===== src/rtl/vga_timing_gen_if.sv =====
// Raster timing bundle between the VGA timing generator and pixel/framebuffer logic.
interface vga_timing_gen_if #(
    parameter int unsigned W    = 10,
    parameter int unsigned FC_W = 16
);
    logic            en;
    logic            p_tick;
    logic            hsync;
    logic            vsync;
    logic            video_on;
    logic [W-1:0]    x;
    logic [W-1:0]    y;
    logic            line_start;
    logic            frame_start;
    logic [FC_W-1:0] frame_count;

    modport master (
        input  en,
        output p_tick, hsync, vsync, video_on, x, y, line_start, frame_start, frame_count
    );

    modport slave (
        output en,
        input  p_tick, hsync, vsync, video_on, x, y, line_start, frame_start, frame_count
    );
endinterface


===== src/rtl/vga_timing_gen.sv =====
// Parametrised VGA raster timing generator with programmable pixel-clock divider,
// run/hold control, line/frame start pulses and a frame counter.
module vga_timing_gen #(
    parameter int unsigned H_ACTIVE  = 640,
    parameter int unsigned H_FP      = 16,
    parameter int unsigned H_SYNC    = 96,
    parameter int unsigned H_BP      = 48,
    parameter int unsigned V_ACTIVE  = 480,
    parameter int unsigned V_FP      = 10,
    parameter int unsigned V_SYNC    = 2,
    parameter int unsigned V_BP      = 33,
    parameter bit          HSYNC_POL = 1'b0,
    parameter bit          VSYNC_POL = 1'b0,
    parameter int unsigned CLK_DIV   = 4,
    parameter int unsigned W         = 10,
    parameter int unsigned FC_W      = 16
) (
    input  logic             clk,
    input  logic             reset_n,
    vga_timing_gen_if.master bus
);
    localparam int unsigned H_TOTAL  = H_ACTIVE + H_FP + H_SYNC + H_BP;
    localparam int unsigned V_TOTAL  = V_ACTIVE + V_FP + V_SYNC + V_BP;
    localparam int unsigned HS_START = H_ACTIVE + H_FP;
    localparam int unsigned HS_END   = HS_START + H_SYNC;
    localparam int unsigned VS_START = V_ACTIVE + V_FP;
    localparam int unsigned VS_END   = VS_START + V_SYNC;
    localparam int unsigned DIV_W    = (CLK_DIV > 1) ? $clog2(CLK_DIV) : 1;

    localparam logic [DIV_W-1:0] DIV_LAST = DIV_W'(CLK_DIV - 1);
    localparam logic [W-1:0]     X_LAST   = W'(H_TOTAL - 1);
    localparam logic [W-1:0]     Y_LAST   = W'(V_TOTAL - 1);

    logic [DIV_W-1:0] div_q, div_d;
    logic [W-1:0]     x_q, x_d, y_q, y_d;
    logic             hs_q, hs_d, vs_q, vs_d, vo_q, vo_d;
    logic             ls_q, ls_d, fs_q, fs_d;
    logic [FC_W-1:0]  fc_q, fc_d;
    logic             tick_c;

    function automatic logic hsync_of(input logic [W-1:0] xv);
        logic act;
        act = (32'(xv) >= HS_START) && (32'(xv) < HS_END);
        return act ? HSYNC_POL : ~HSYNC_POL;
    endfunction

    function automatic logic vsync_of(input logic [W-1:0] yv);
        logic act;
        act = (32'(yv) >= VS_START) && (32'(yv) < VS_END);
        return act ? VSYNC_POL : ~VSYNC_POL;
    endfunction

    function automatic logic video_of(input logic [W-1:0] xv, input logic [W-1:0] yv);
        return (32'(xv) < H_ACTIVE) && (32'(yv) < V_ACTIVE);
    endfunction

    assign tick_c = bus.en && (div_q == DIV_LAST);

    // Next raster position; sync/video are decoded from the next position so they never lag x/y.
    always_comb begin
        div_d = div_q;
        x_d   = x_q;
        y_d   = y_q;
        hs_d  = hs_q;
        vs_d  = vs_q;
        vo_d  = vo_q;
        ls_d  = 1'b0;
        fs_d  = 1'b0;
        fc_d  = fc_q;
        if (bus.en) begin
            div_d = (div_q == DIV_LAST) ? '0 : div_q + DIV_W'(1);
        end
        if (tick_c) begin
            if (x_q == X_LAST) begin
                x_d  = '0;
                ls_d = 1'b1;
                if (y_q == Y_LAST) begin
                    y_d  = '0;
                    fs_d = 1'b1;
                    fc_d = fc_q + FC_W'(1);
                end else begin
                    y_d = y_q + W'(1);
                end
            end else begin
                x_d = x_q + W'(1);
            end
            hs_d = hsync_of(x_d);
            vs_d = vsync_of(y_d);
            vo_d = video_of(x_d, y_d);
        end
    end

    always_ff @(posedge clk) begin
        if (!reset_n) begin
            div_q <= '0;
            x_q   <= '0;
            y_q   <= '0;
            hs_q  <= ~HSYNC_POL;
            vs_q  <= ~VSYNC_POL;
            vo_q  <= 1'b1;
            ls_q  <= 1'b0;
            fs_q  <= 1'b0;
            fc_q  <= '0;
        end else begin
            div_q <= div_d;
            x_q   <= x_d;
            y_q   <= y_d;
            hs_q  <= hs_d;
            vs_q  <= vs_d;
            vo_q  <= vo_d;
            ls_q  <= ls_d;
            fs_q  <= fs_d;
            fc_q  <= fc_d;
        end
    end

    assign bus.p_tick      = tick_c;
    assign bus.hsync       = hs_q;
    assign bus.vsync       = vs_q;
    assign bus.video_on    = vo_q;
    assign bus.x           = x_q;
    assign bus.y           = y_q;
    assign bus.line_start  = ls_q;
    assign bus.frame_start = fs_q;
    assign bus.frame_count = fc_q;
endmodule


===== src/flat_wrapper.sv =====
// flat-port wrapper written by rule: the top's interface ports become plain ports
module vga_timing_gen_flat 
#(
    parameter int unsigned H_ACTIVE  = 640,
    parameter int unsigned H_FP      = 16,
    parameter int unsigned H_SYNC    = 96,
    parameter int unsigned H_BP      = 48,
    parameter int unsigned V_ACTIVE  = 480,
    parameter int unsigned V_FP      = 10,
    parameter int unsigned V_SYNC    = 2,
    parameter int unsigned V_BP      = 33,
    parameter bit          HSYNC_POL = 1'b0,
    parameter bit          VSYNC_POL = 1'b0,
    parameter int unsigned CLK_DIV   = 4,
    parameter int unsigned W         = 10,
    parameter int unsigned FC_W      = 16
)
  (clk, reset_n, bus_en, bus_p_tick, bus_hsync, bus_vsync, bus_video_on, bus_x, bus_y, bus_line_start, bus_frame_start, bus_frame_count);
  vga_timing_gen_if #(.W(W), .FC_W(FC_W)) bus_i ();
  input  logic clk;
  input  logic reset_n;
  input wire logic [$bits(bus_i.en)-1:0] bus_en;
  output wire logic [$bits(bus_i.p_tick)-1:0] bus_p_tick;
  output wire logic [$bits(bus_i.hsync)-1:0] bus_hsync;
  output wire logic [$bits(bus_i.vsync)-1:0] bus_vsync;
  output wire logic [$bits(bus_i.video_on)-1:0] bus_video_on;
  output wire logic [$bits(bus_i.x)-1:0] bus_x;
  output wire logic [$bits(bus_i.y)-1:0] bus_y;
  output wire logic [$bits(bus_i.line_start)-1:0] bus_line_start;
  output wire logic [$bits(bus_i.frame_start)-1:0] bus_frame_start;
  output wire logic [$bits(bus_i.frame_count)-1:0] bus_frame_count;
  assign bus_i.en = bus_en;
  assign bus_p_tick = bus_i.p_tick;
  assign bus_hsync = bus_i.hsync;
  assign bus_vsync = bus_i.vsync;
  assign bus_video_on = bus_i.video_on;
  assign bus_x = bus_i.x;
  assign bus_y = bus_i.y;
  assign bus_line_start = bus_i.line_start;
  assign bus_frame_start = bus_i.frame_start;
  assign bus_frame_count = bus_i.frame_count;
  vga_timing_gen #(.H_ACTIVE(H_ACTIVE), .H_FP(H_FP), .H_SYNC(H_SYNC), .H_BP(H_BP), .V_ACTIVE(V_ACTIVE), .V_FP(V_FP), .V_SYNC(V_SYNC), .V_BP(V_BP), .HSYNC_POL(HSYNC_POL), .VSYNC_POL(VSYNC_POL), .CLK_DIV(CLK_DIV), .W(W), .FC_W(FC_W)) u_core (.clk(clk), .reset_n(reset_n), .bus(bus_i));
endmodule

===== config.mk =====
export PLATFORM = sky130hd
export DESIGN_NAME = vga_timing_gen_flat
export DESIGN_NICKNAME = d
export VERILOG_FILES = /design/src/rtl/vga_timing_gen_if.sv /design/src/rtl/vga_timing_gen.sv /design/src/flat_wrapper.sv
export SDC_FILE = /design/constraint.sdc
export NUM_CORES = 1
export LEC_CHECK = 0
export BUFFER_PORTS_ARGS = -buffer_cell sky130_fd_sc_hd__buf_2
export CORE_MARGIN = 5
export CORE_UTILIZATION = 55
export CTS_CLUSTER_SIZE = 25
export DETAILED_ROUTE_END_ITERATION = 10
export HOLD_SLACK_MARGIN = 0.03
export PLACE_DENSITY = 0.8
export REMOVE_ABC_BUFFERS = 1
export SYNTH_ARGS = -nofsm -noshare
export SYNTH_HDL_FRONTEND = slang
export SYNTH_SLANG_ARGS = --single-unit

===== constraint.sdc =====
create_clock -name clk -period 3.2 [get_ports clk]
set_input_delay 0.32 -clock clk [delete_from_list [all_inputs] [get_ports clk]]
set_output_delay 0.32 -clock clk [all_outputs]
set_load 0.05 [all_outputs]

==> metrics, run 1 <==
result of the run=finished clean; post-cts gate resize count=0; width of the die=74.8 microns; cell type group with the largest total delay on the critical path=simple AND/OR/NAND/NOR gates; final setup slack of the worst path=0.402 ns; Unique masters post-synth=47; Bufs and invs on worst path=0; R2R Setup Slk=0.40 ns; final worst path period need=2.80 ns; overall die height=74.8 microns; Worst Setup SP=u_core.bus.x[0]; register area share after synthesis=0.373; number of core rows=23; cell with the biggest individual delay on the critical path=sky130_fd_sc_hd__nor3_1; area of the die=0.00560 sq mm; CP dominant cell by count=sky130_fd_sc_hd__nand4_1; actual slew at the worst max-slew pin=0.498 ns; number of hold violations in the final report=0; hold endpoint=u_core.div_q[1]; number of nets at the end of the flow=335; compound-cell area share of the yosys netlist=0.183; Layout Skew=0.00564 ns; RR Endpoint=u_core.bus.frame_count[13]; Overflow after GRT=0; Post-Synth XOR/XNOR Area=0.0493; global-route wire length before repair=9350 microns; cts-stage hold buffer count=0; Yosys warning total=0; core region area=0.00403 sq mm; routed via count=2246; number of antenna violations at the first check in global routing=0; Worst-path clk slew=0.09 ns; TritonCTS clock tree=yes; Num CTS Buffers=5; dominant combinational cell family by area after synthesis=simple AND/OR/NAND/NOR gates; Residual DRC=0; worst reg2reg startpoint=u_core.bus.x[0]; GPL Wtd Cong=0.880; FF+latch count, synth=43; fin area=0.00263 sq mm; largest voltage drop on the vdd net=0.221 mV; count of cells along the worst hold path=3; Antenna Violating Nets Remaining=0; endpoint arrival time on the critical path=2.97 ns; RSZ-0062 raised after global routing=no; number of top-level pins=45; first-pass iteration count of the detailed router=4; Fill cells=366; Avg Cell Area, Syn=8.05 sq um; synthesis-to-layout area growth=13.8%; Worst slew margin=0.668; pre-CTS setup slack=0.460 ns; number of buffers on the longest clock path=2; DR iter-0 viols=170; portion of the clock cycle consumed by the worst path in the final layout=0.874; endpoint class of the critical path=flop; total count of max-transition violations in the final report=0; sum of negative setup slack=0 ns; Clock H-tree levels=2; fraction of the mapped netlist area in simple logic gates=0.287; path depth of the worst reg2reg path=6; largest fanout on the critical path=11; netlist area before placement=0.00231 sq mm; placement-stage cell area=0.00254 sq mm; count of buffers added by post-CTS timing repair for setup=0; mux share of post-synthesis cell area=0.0217; Critical Path RT=3.38 ns; pwr/cell area=348 mW/mm^2; vias in the first global route=2008; count of input and output buffers=44; Leakage Power=1.01 nW; chain of cells forming the critical path=ha_1 > nand4_1 > nor3_1 > nand4_1 > o311ai_0 > o41ai_1; HP Class=in -> reg; max-cap viol count=0; top achievable clock speed=357 MHz; share of post-route cells with drive strength above 1=0.180; total half-perimeter wirelength after legalization and detailed placement=4010 microns; overall global routing resource usage=0.215; # setup viols final=0; clock sinks=43; clock latency of the later-clocked register in the worst-skew pair=0.30 ns; wire length per cell=14.9 microns; cell at the root of the clock tree=sky130_fd_sc_hd__clkbuf_8; startpoint types=flop; starting density of the core=0.573; worst hold start=bus_en; Synth Area in Adders=0.0325; via/cell ratio=5.96; final worst hold slack=0.314 ns; kind of critical path=reg -> reg; Post-Route WL=5630 microns; diodes inserted=0; maximum number of pins on one net before global-route repair=29; maximum cell stage delay along the critical path=0.49 ns; number of instances in the synthesized netlist=287
[state kept, by name, summed over array words and instances, names as in the netlist]
name and cells:
u_core.bus.frame_start 1, u_core.bus.frame_count 16, u_core.bus.vsync 1, u_core.bus.x 10, u_core.bus.hsync 1, u_core.bus.line_start 1, u_core.bus.video_on 1, u_core.bus.y 10
u_core.div_q 2
[how the worst max path moves through the flow]
stage,to,slack (ns),cells past startpoint
floorplan,u_core.bus.frame_count[13],0.15,6
global placement,u_core.bus.y[6],0.63,6
detailed placement,u_core.bus.frame_count[13],0.46,6
CTS,u_core.bus.frame_count[13],0.43,6
global route,u_core.bus.frame_count[13],0.17,6
finish,u_core.bus.frame_count[13],0.40,6
[cell type report]
type | instances | area, sq um | area share
inverter | 14 | 52.6 | 0.0200
clock inverter | 2 | 12.5 | 0.00476
timing repair buffer | 47 | 243 | 0.0924
tap | 50 | 62.6 | 0.0238
multi-input combinational | 215 | 1320 | 0.504
sequential | 43 | 861 | 0.328
clock buffer | 6 | 72.6 | 0.0276
[per-layer routing]
layer,share of wire,routed length (microns),GRT usage,vias to the layer above
met2,0.46,2570,0.339,70
met4,0.024,135,0.107,0
met1,0.45,2530,0.289,1039
met5,0,0,0,-
li1,-,-,-,1125
met3,0.070,394,0.0294,12
[cells by family after synthesis]
kind of cell / after synthesis
compound gates: 65
xor+xnor: 13
fa+ha+maj: 6
buf+inv: 29
flops: 43
mux: 5
simple gates: 126
[worst register-to-register path, cell delays in order (launching register included)]
cell and delay (ns):
sky130_fd_sc_hd__dfxtp_1 0.45, sky130_fd_sc_hd__ha_1 0.32, sky130_fd_sc_hd__nand4_1 0.38, sky130_fd_sc_hd__nor3_1 0.49, sky130_fd_sc_hd__nand4_1 0.43, sky130_fd_sc_hd__o311ai_0 0.47
sky130_fd_sc_hd__o41ai_1 0.14
[cell usage after synthesis (all sizes together)]
cell	instances	area [sq um]
nand2b	6	37.5
o2111a	1	11.3
a31oi	6	37.5
and4	4	35.0
nor3	11	55.1
o311a	1	10.0
or3b	1	8.76
nand3b	2	15.0
nand4	10	62.6
a21oi	19	98.9
ha	6	75.1
o41ai	4	35.0
inv	14	52.6
xor2	6	52.6
o211a	1	10.0
a22o	1	8.76
o311ai	2	17.5
o2111ai	1	8.76
nand2	26	97.6
o21a	2	15.0
mux2i	5	50.1
dfxtp	43	861
nor4bb	1	10.0
o31ai	3	22.5
nand3	16	80.1
and3	2	12.5
a211o	2	17.5
nor4	7	43.8
or4	1	11.3
a311oi	1	8.76
buf	4	31.3
and2	4	25.0
a2bb2oi	1	8.76
o21ai	16	80.1
xnor2	7	61.3
clkbuf	11	41.3
a31o	1	8.76
nor2	23	86.3
or3	11	73.8
a211oi	2	15.0
nand4b	1	8.76
a21boi	1	7.51
[stage by stage]
stage / power, mW / instances / util
after floorplan: 0.572 / 272 / -
after global placement: 0.584 / 369 / 0.631
after detailed placement: 0.584 / 369 / 0.631
after CTS: 0.924 / 377 / 0.652
after global routing: 0.949 / 377 / 0.652
final: 0.916 / 377 / 0.652
[power breakdown]
| part | leakage, nW | internal, mW | total [mW] | switching, mW |
|---|---|---|---|---|
| Combinational | 0.627 | 0.00804 | 0.0304 | 0.0223 |
| Sequential | 0.347 | 0.538 | 0.541 | 0.00295 |
| Clock | 0.0412 | 0.153 | 0.344 | 0.192 |
[placed cells by master (no fill, tap or decap), drive strengths merged, types with 11 or more instances in the layout]
master,synthesis,final
nand3,16,16
buf,4,47
dfxtp,43,43
nor2,23,23
o21ai,16,16
inv,14,14
nor3,11,11
a21oi,19,19
nand2,26,26
or3,11,11
Note: power is estimated with default switching activity, not from simulation.
==> run 2: changes to the inputs <==
==> constraint.sdc (replaced) <==
create_clock -name clk -period 3.2 [get_ports clk]
set_input_delay 0.64 -clock clk [delete_from_list [all_inputs] [get_ports clk]]
set_output_delay 0.64 -clock clk [all_outputs]
set_load 0.05 [all_outputs]
==> run 2 against run 1 <==
Compared with the run above:
- global-route usage up 0.43 points
- clock skew is essentially flat
- sequential cell count stayed put
- die area stayed put
- maximum frequency increased by 1.3%
- clock power up 45%
- critical endpoint is now u_core.bus.y[6]
- highest routed layer unchanged
==> metrics, run 2 (synthesis results as in run 1) <==
actual slew at the worst max-slew pin=0.504 ns; count of cells along the worst hold path=2; Layout Skew=0.00582 ns; starting density of the core=0.573; GPL Wtd Cong=0.874; Clock H-tree levels=2; DR iter-0 viols=213; top achievable clock speed=362 MHz; leading cell types in the layout, fill and taps excluded=sky130_fd_sc_hd__buf_2, sky130_fd_sc_hd__dfxtp_1, sky130_fd_sc_hd__nand2_1, sky130_fd_sc_hd__nor2_1, sky130_fd_sc_hd__a21oi_1; count of buffers added by post-CTS timing repair for setup=0; clock latency of the later-clocked register in the worst-skew pair=0.30 ns; diodes inserted=0; number of flip-flops under the largest register name=16; total half-perimeter wirelength after legalization and detailed placement=4120 microns; core region area=0.00403 sq mm; TritonCTS clock tree=yes; overall global routing resource usage=0.219; Num CTS Buffers=5; result of the run=finished clean; area of the die=0.00560 sq mm; Worst slew margin=0.663; cts-stage hold buffer count=0; Worst-path clk slew=0.08 ns; overall die height=74.8 microns; total count of max-transition violations in the final report=0; Fill cells=359; number of antenna violations at the first check in global routing=0; worst reg2reg startpoint=u_core.bus.x[0]; kind of critical path=reg -> reg; via/cell ratio=6.02; global-route wire length before repair=9590 microns; endpoint class of the critical path=flop; path depth of the worst reg2reg path=6; number of core rows=23; Residual DRC=0; startpoint types=flop; number of top-level pins=45; cell at the root of the clock tree=sky130_fd_sc_hd__clkbuf_8; pwr/cell area=399 mW/mm^2; post-cts gate resize count=0; synthesis-to-layout area growth=16.1%; Leakage Power=1.04 nW; Overflow after GRT=0; most frequent standard cell in the layout excluding fill and tap cells=sky130_fd_sc_hd__buf_2; vias in the first global route=2058; worst hold start=u_core.bus.frame_count[15]; wire length per cell=15.3 microns; number of hold violations in the final report=0; endpoint arrival time on the critical path=2.99 ns; HP Class=reg -> reg; RSZ-0062 raised after global routing=no; share of post-route cells with drive strength above 1=0.183; number of nets at the end of the flow=336; hold endpoint=u_core.bus.frame_count[15]; sum of negative setup slack=0 ns; max-cap viol count=0; portion of the clock cycle consumed by the worst path in the final layout=0.863; width of the die=74.8 microns; maximum number of pins on one net before global-route repair=29; final worst path period need=2.76 ns; Post-Route WL=5790 microns; largest voltage drop on the vdd net=0.217 mV; R2R Setup Slk=0.44 ns; first-pass iteration count of the detailed router=4; clock sinks=43; routed via count=2274; Antenna Violating Nets Remaining=0; count of input and output buffers=44; largest fanout on the critical path=11; # setup viols final=0; RR Endpoint=u_core.bus.y[6]; final worst hold slack=0.489 ns; Critical Path RT=3.43 ns; number of buffers on the longest clock path=2
run 2: per-stage QoR:
step	power [mW]	instances	instance area, sq um	util	worst slack [ns]
floorplan	0.572	272	2240	-	0.154
global placement	0.584	370	2550	0.633	0.646
detailed placement	0.584	370	2550	0.633	0.542
CTS	1.08	378	2680	0.666	0.500
global route	1.10	378	2680	0.666	0.242
finish	1.07	378	2680	0.666	0.439
run 2: worst max-delay path by stage:
stage	startpoint	endpoint	slack, ns	depth (start not counted)
after floorplan	u_core.bus.x[0]	u_core.bus.frame_count[13]	0.15	6
after global placement	u_core.bus.x[0]	u_core.bus.y[6]	0.65	6
after detailed placement	u_core.bus.x[0]	u_core.bus.y[6]	0.54	6
after CTS	u_core.bus.x[0]	u_core.bus.y[6]	0.50	6
after global routing	u_core.bus.x[1]	u_core.bus.frame_count[9]	0.24	7
final	u_core.bus.x[0]	u_core.bus.y[6]	0.44	6
run 2: where the power goes:
part	internal (mW)	switching, mW	leakage, nW	total, mW
Sequential	0.538	0.00308	0.347	0.541
Combinational	0.00823	0.0223	0.632	0.0305
Clock	0.312	0.187	0.0654	0.499
Total	0.858	0.213	1.04	1.07
run 2: area by class of cell:
class	instances	area, sq um	share of cell area
clock buffer	6	72.6	0.0271
clock inverter	2	60.1	0.0224
inverter	14	52.6	0.0196
multi-input combinational	215	1320	0.493
sequential	43	861	0.321
tap	50	62.6	0.0233
timing repair buffer	48	250	0.0933
run 2: routing by layer:
metal  GRT usage  routed length (microns)  vias to the layer above
li1            -                        -                     1126
met1       0.308                     2630                     1064
met2       0.334                     2730                       75
met3      0.0481                      369                        9
met4      0.0751                       58                        0
met5           0                        0                        -
run 2: critical path, stage by stage (launching register included):
cell	delay (ns)
sky130_fd_sc_hd__dfxtp_1	0.46
sky130_fd_sc_hd__ha_1	0.31
sky130_fd_sc_hd__nand4_1	0.42
sky130_fd_sc_hd__or3_4	0.54
sky130_fd_sc_hd__or4_4	0.49
sky130_fd_sc_hd__or3_1	0.33
sky130_fd_sc_hd__a21oi_2	0.14
==> run 3: changes to the inputs <==
- ABC_AREA: default -> 1
- CORE_UTILIZATION: 55 -> 56
==> run 3 against run 2 <==
Compared with the run above:
- sequential share of layout area decreased by 2.1 points
- worst hold slack worse by 0.0020 ns
- first-iteration DRC count decreased by 9.4%
- non-clock buffer count is 3 lower
- sequential cell count stayed put
- cell count rose by 24%
- routed wire length rose by 4.4%
==> metrics, run 3 <==
Synth Area in Adders=0.0300; Unique masters post-synth=31; diodes inserted=0; most frequent standard cell in the layout excluding fill and tap cells=sky130_fd_sc_hd__nand2_1; endpoint arrival time on the critical path=2.42 ns; core region area=0.00435 sq mm; worst reg2reg startpoint=u_core.bus.x[0]; GPL Wtd Cong=0.957; R2R Setup Slk=0.96 ns; Avg Cell Area, Syn=6.77 sq um; leading cell types in the layout, fill and taps excluded=sky130_fd_sc_hd__nand2_1, sky130_fd_sc_hd__nor2_1, sky130_fd_sc_hd__buf_2, sky130_fd_sc_hd__dfxtp_1, sky130_fd_sc_hd__inv_1; RR Endpoint=u_core.bus.frame_count[14]; cts-stage hold buffer count=0; fin area=0.00287 sq mm; Worst-path clk slew=0.08 ns; Overflow after GRT=0; final worst path period need=2.24 ns; number of buffers on the longest clock path=2; global-route wire length before repair=10800 microns; cell with the biggest individual delay on the critical path=sky130_fd_sc_hd__nor3_4; clock sinks=43; DR iter-0 viols=193; netlist area before placement=0.00251 sq mm; FF+latch count, synth=43; wire length per cell=12.9 microns; hold endpoint=u_core.bus.hsync; Layout Skew=0.0111 ns; width of the die=76.9 microns; count of cells along the worst hold path=2; maximum number of pins on one net before global-route repair=20; endpoint class of the critical path=flop; most area-consuming cells after synthesis=sky130_fd_sc_hd__dfxtp_1, sky130_fd_sc_hd__nand2_1, sky130_fd_sc_hd__nor2_1, sky130_fd_sc_hd__nand3_1, sky130_fd_sc_hd__inv_1; Clock H-tree levels=2; number of core rows=24; actual slew at the worst max-slew pin=0.571 ns; most repeated cell in the gate-level netlist after synthesis=sky130_fd_sc_hd__nand2_1; overall die height=76.9 microns; top cells by instance count after synthesis=sky130_fd_sc_hd__nand2_1, sky130_fd_sc_hd__nor2_1, sky130_fd_sc_hd__dfxtp_1, sky130_fd_sc_hd__inv_1, sky130_fd_sc_hd__nand3_1; pre-CTS setup slack=0.970 ns; TritonCTS clock tree=yes; Post-Synth XOR/XNOR Area=0.0594; placement-stage cell area=0.00275 sq mm; number of instances in the synthesized netlist=370; most frequently used flop master after synthesis=sky130_fd_sc_hd__dfxtp_1; HP Class=reg -> reg; number of hold violations in the final report=0; share of post-route cells with drive strength above 1=0.168; final setup slack of the worst path=0.957 ns; top achievable clock speed=446 MHz; overall global routing resource usage=0.214; Bufs and invs on worst path=1; number of top-level pins=45; total power consumption of the routed design=1000 uW; Leakage Power=1.23 nW; number of nets at the end of the flow=425; Yosys warning total=0; post-cts gate resize count=0; cell type group with the largest total delay on the critical path=simple AND/OR/NAND/NOR gates; portion of the clock cycle consumed by the worst path in the final layout=0.701; dominant combinational cell family by area after synthesis=simple AND/OR/NAND/NOR gates; number of flops mapped to enable cells by yosys=0; number of flip-flops under the largest register name=16; path depth of the worst reg2reg path=8; cell accounting for the most synthesized area=sky130_fd_sc_hd__dfxtp_1; Post-Route WL=6040 microns; placed insts=461; result of the run=finished clean; startpoint types=flop; synthesis-to-layout area growth=14.4%; total count of max-transition violations in the final report=0; area share of the largest cell type after synthesis=0.343; Critical Path RT=3.38 ns; via/cell ratio=5.41; pwr/cell area=349 mW/mm^2; kind of critical path=reg -> reg; Antenna Violating Nets Remaining=0; cell at the root of the clock tree=sky130_fd_sc_hd__clkbuf_8; total half-perimeter wirelength after legalization and detailed placement=4520 microns; routed via count=2539; RSZ-0062 raised after global routing=no; mux share of post-synthesis cell area=0; maximum cell stage delay along the critical path=0.53 ns; Num CTS Buffers=5; largest voltage drop on the vdd net=0.299 mV; # setup viols final=0; fraction of the mapped netlist area in simple logic gates=0.376; area of the die=0.00591 sq mm; first-pass iteration count of the detailed router=5; compound-cell area share of the yosys netlist=0.110; vias in the first global route=2332; number of antenna violations at the first check in global routing=0; worst hold start=u_core.bus.hsync; count of input and output buffers=44; register area share after synthesis=0.343; share of synthesized registers carrying an async set or reset=0; starting density of the core=0.576; chain of cells forming the critical path=ha_1 > nand2_2 > nor2_4 > nand3_4 > nor3_4 > inv_2 > nand2_1 > a21oi_1; sum of negative setup slack=0 ns; Worst slew margin=0.618; clock latency of the later-clocked register in the worst-skew pair=0.30 ns; Residual DRC=0; largest fanout on the critical path=16; final cell count without fillers=469; max-cap viol count=0; count of buffers added by post-CTS timing repair for setup=0
==> run 3: worst register-to-register path, delay by kind of cell (launching register included) <==
family | cells | cell delay (ns)
adders and majority gates | 1 | 0.23
AOI/OAI and AO/OA | 1 | 0.07
buffers and inverters | 1 | 0.23
and+or+nand+nor | 5 | 1.16
DFF | 1 | 0.46
==> run 3: logic make-up after synthesis <==
group / Yosys count
flip-flops: 43
adder cells (fa/ha/maj): 6
buffers and inverters: 48
AO/OA/AOI/OAI: 49
AND/OR/NAND/NOR: 207
XOR/XNOR: 17
==> run 3: per-stage QoR <==
step	hold slack (ns)	util
2_1_floorplan	0.489	-
3_3_place_gp	0.462	0.632
3_5_place_dp	0.463	0.632
4_1_cts	0.488	0.658
5_1_grt	0.504	0.658
6_report	0.487	0.658
==> run 3: where the power goes <==
part | switching [mW] | leakage [nW] | internal (mW)
clock network | 0.193 | 0.0581 | 0.232
registers | 0.00319 | 0.347 | 0.538
logic | 0.0244 | 0.827 | 0.00852
==> run 3: metal layers <==
metal  GRT usage  vias up  share of wire
met4      0.0437        0          0.012
met1       0.302     1154           0.48
li1            -     1297              -
met5           0        -              0
met2       0.332       78           0.45
met3      0.0515       10          0.059
==> run 3: area by class of cell <==
| type | instances | area, sq um |
|---|---|---|
| Inverter | 42 | 158 |
| Clock inverter | 3 | 43.8 |
| Tap cell | 52 | 65.1 |
| Clock buffer | 5 | 68.8 |
| Multi-Input combinational cell | 279 | 1440 |
| Sequential cell | 43 | 861 |
| Timing Repair Buffer | 45 | 228 |
| Fill cell | 404 | 1490 |
==> run 3: how the worst max path moves through the flow <==
| stage | from | endpoint | depth (start not counted) |
|---|---|---|---|
| floorplan | u_core.bus.x[0] | u_core.bus.frame_count[8] | 8 |
| global placement | u_core.bus.x[0] | u_core.bus.frame_count[12] | 8 |
| detailed placement | u_core.bus.x[0] | u_core.bus.frame_count[10] | 8 |
| CTS | u_core.bus.x[0] | u_core.bus.frame_count[7] | 8 |
| global route | u_core.bus.x[0] | u_core.bus.frame_count[9] | 8 |
| finish | u_core.bus.x[0] | u_core.bus.frame_count[14] | 8 |
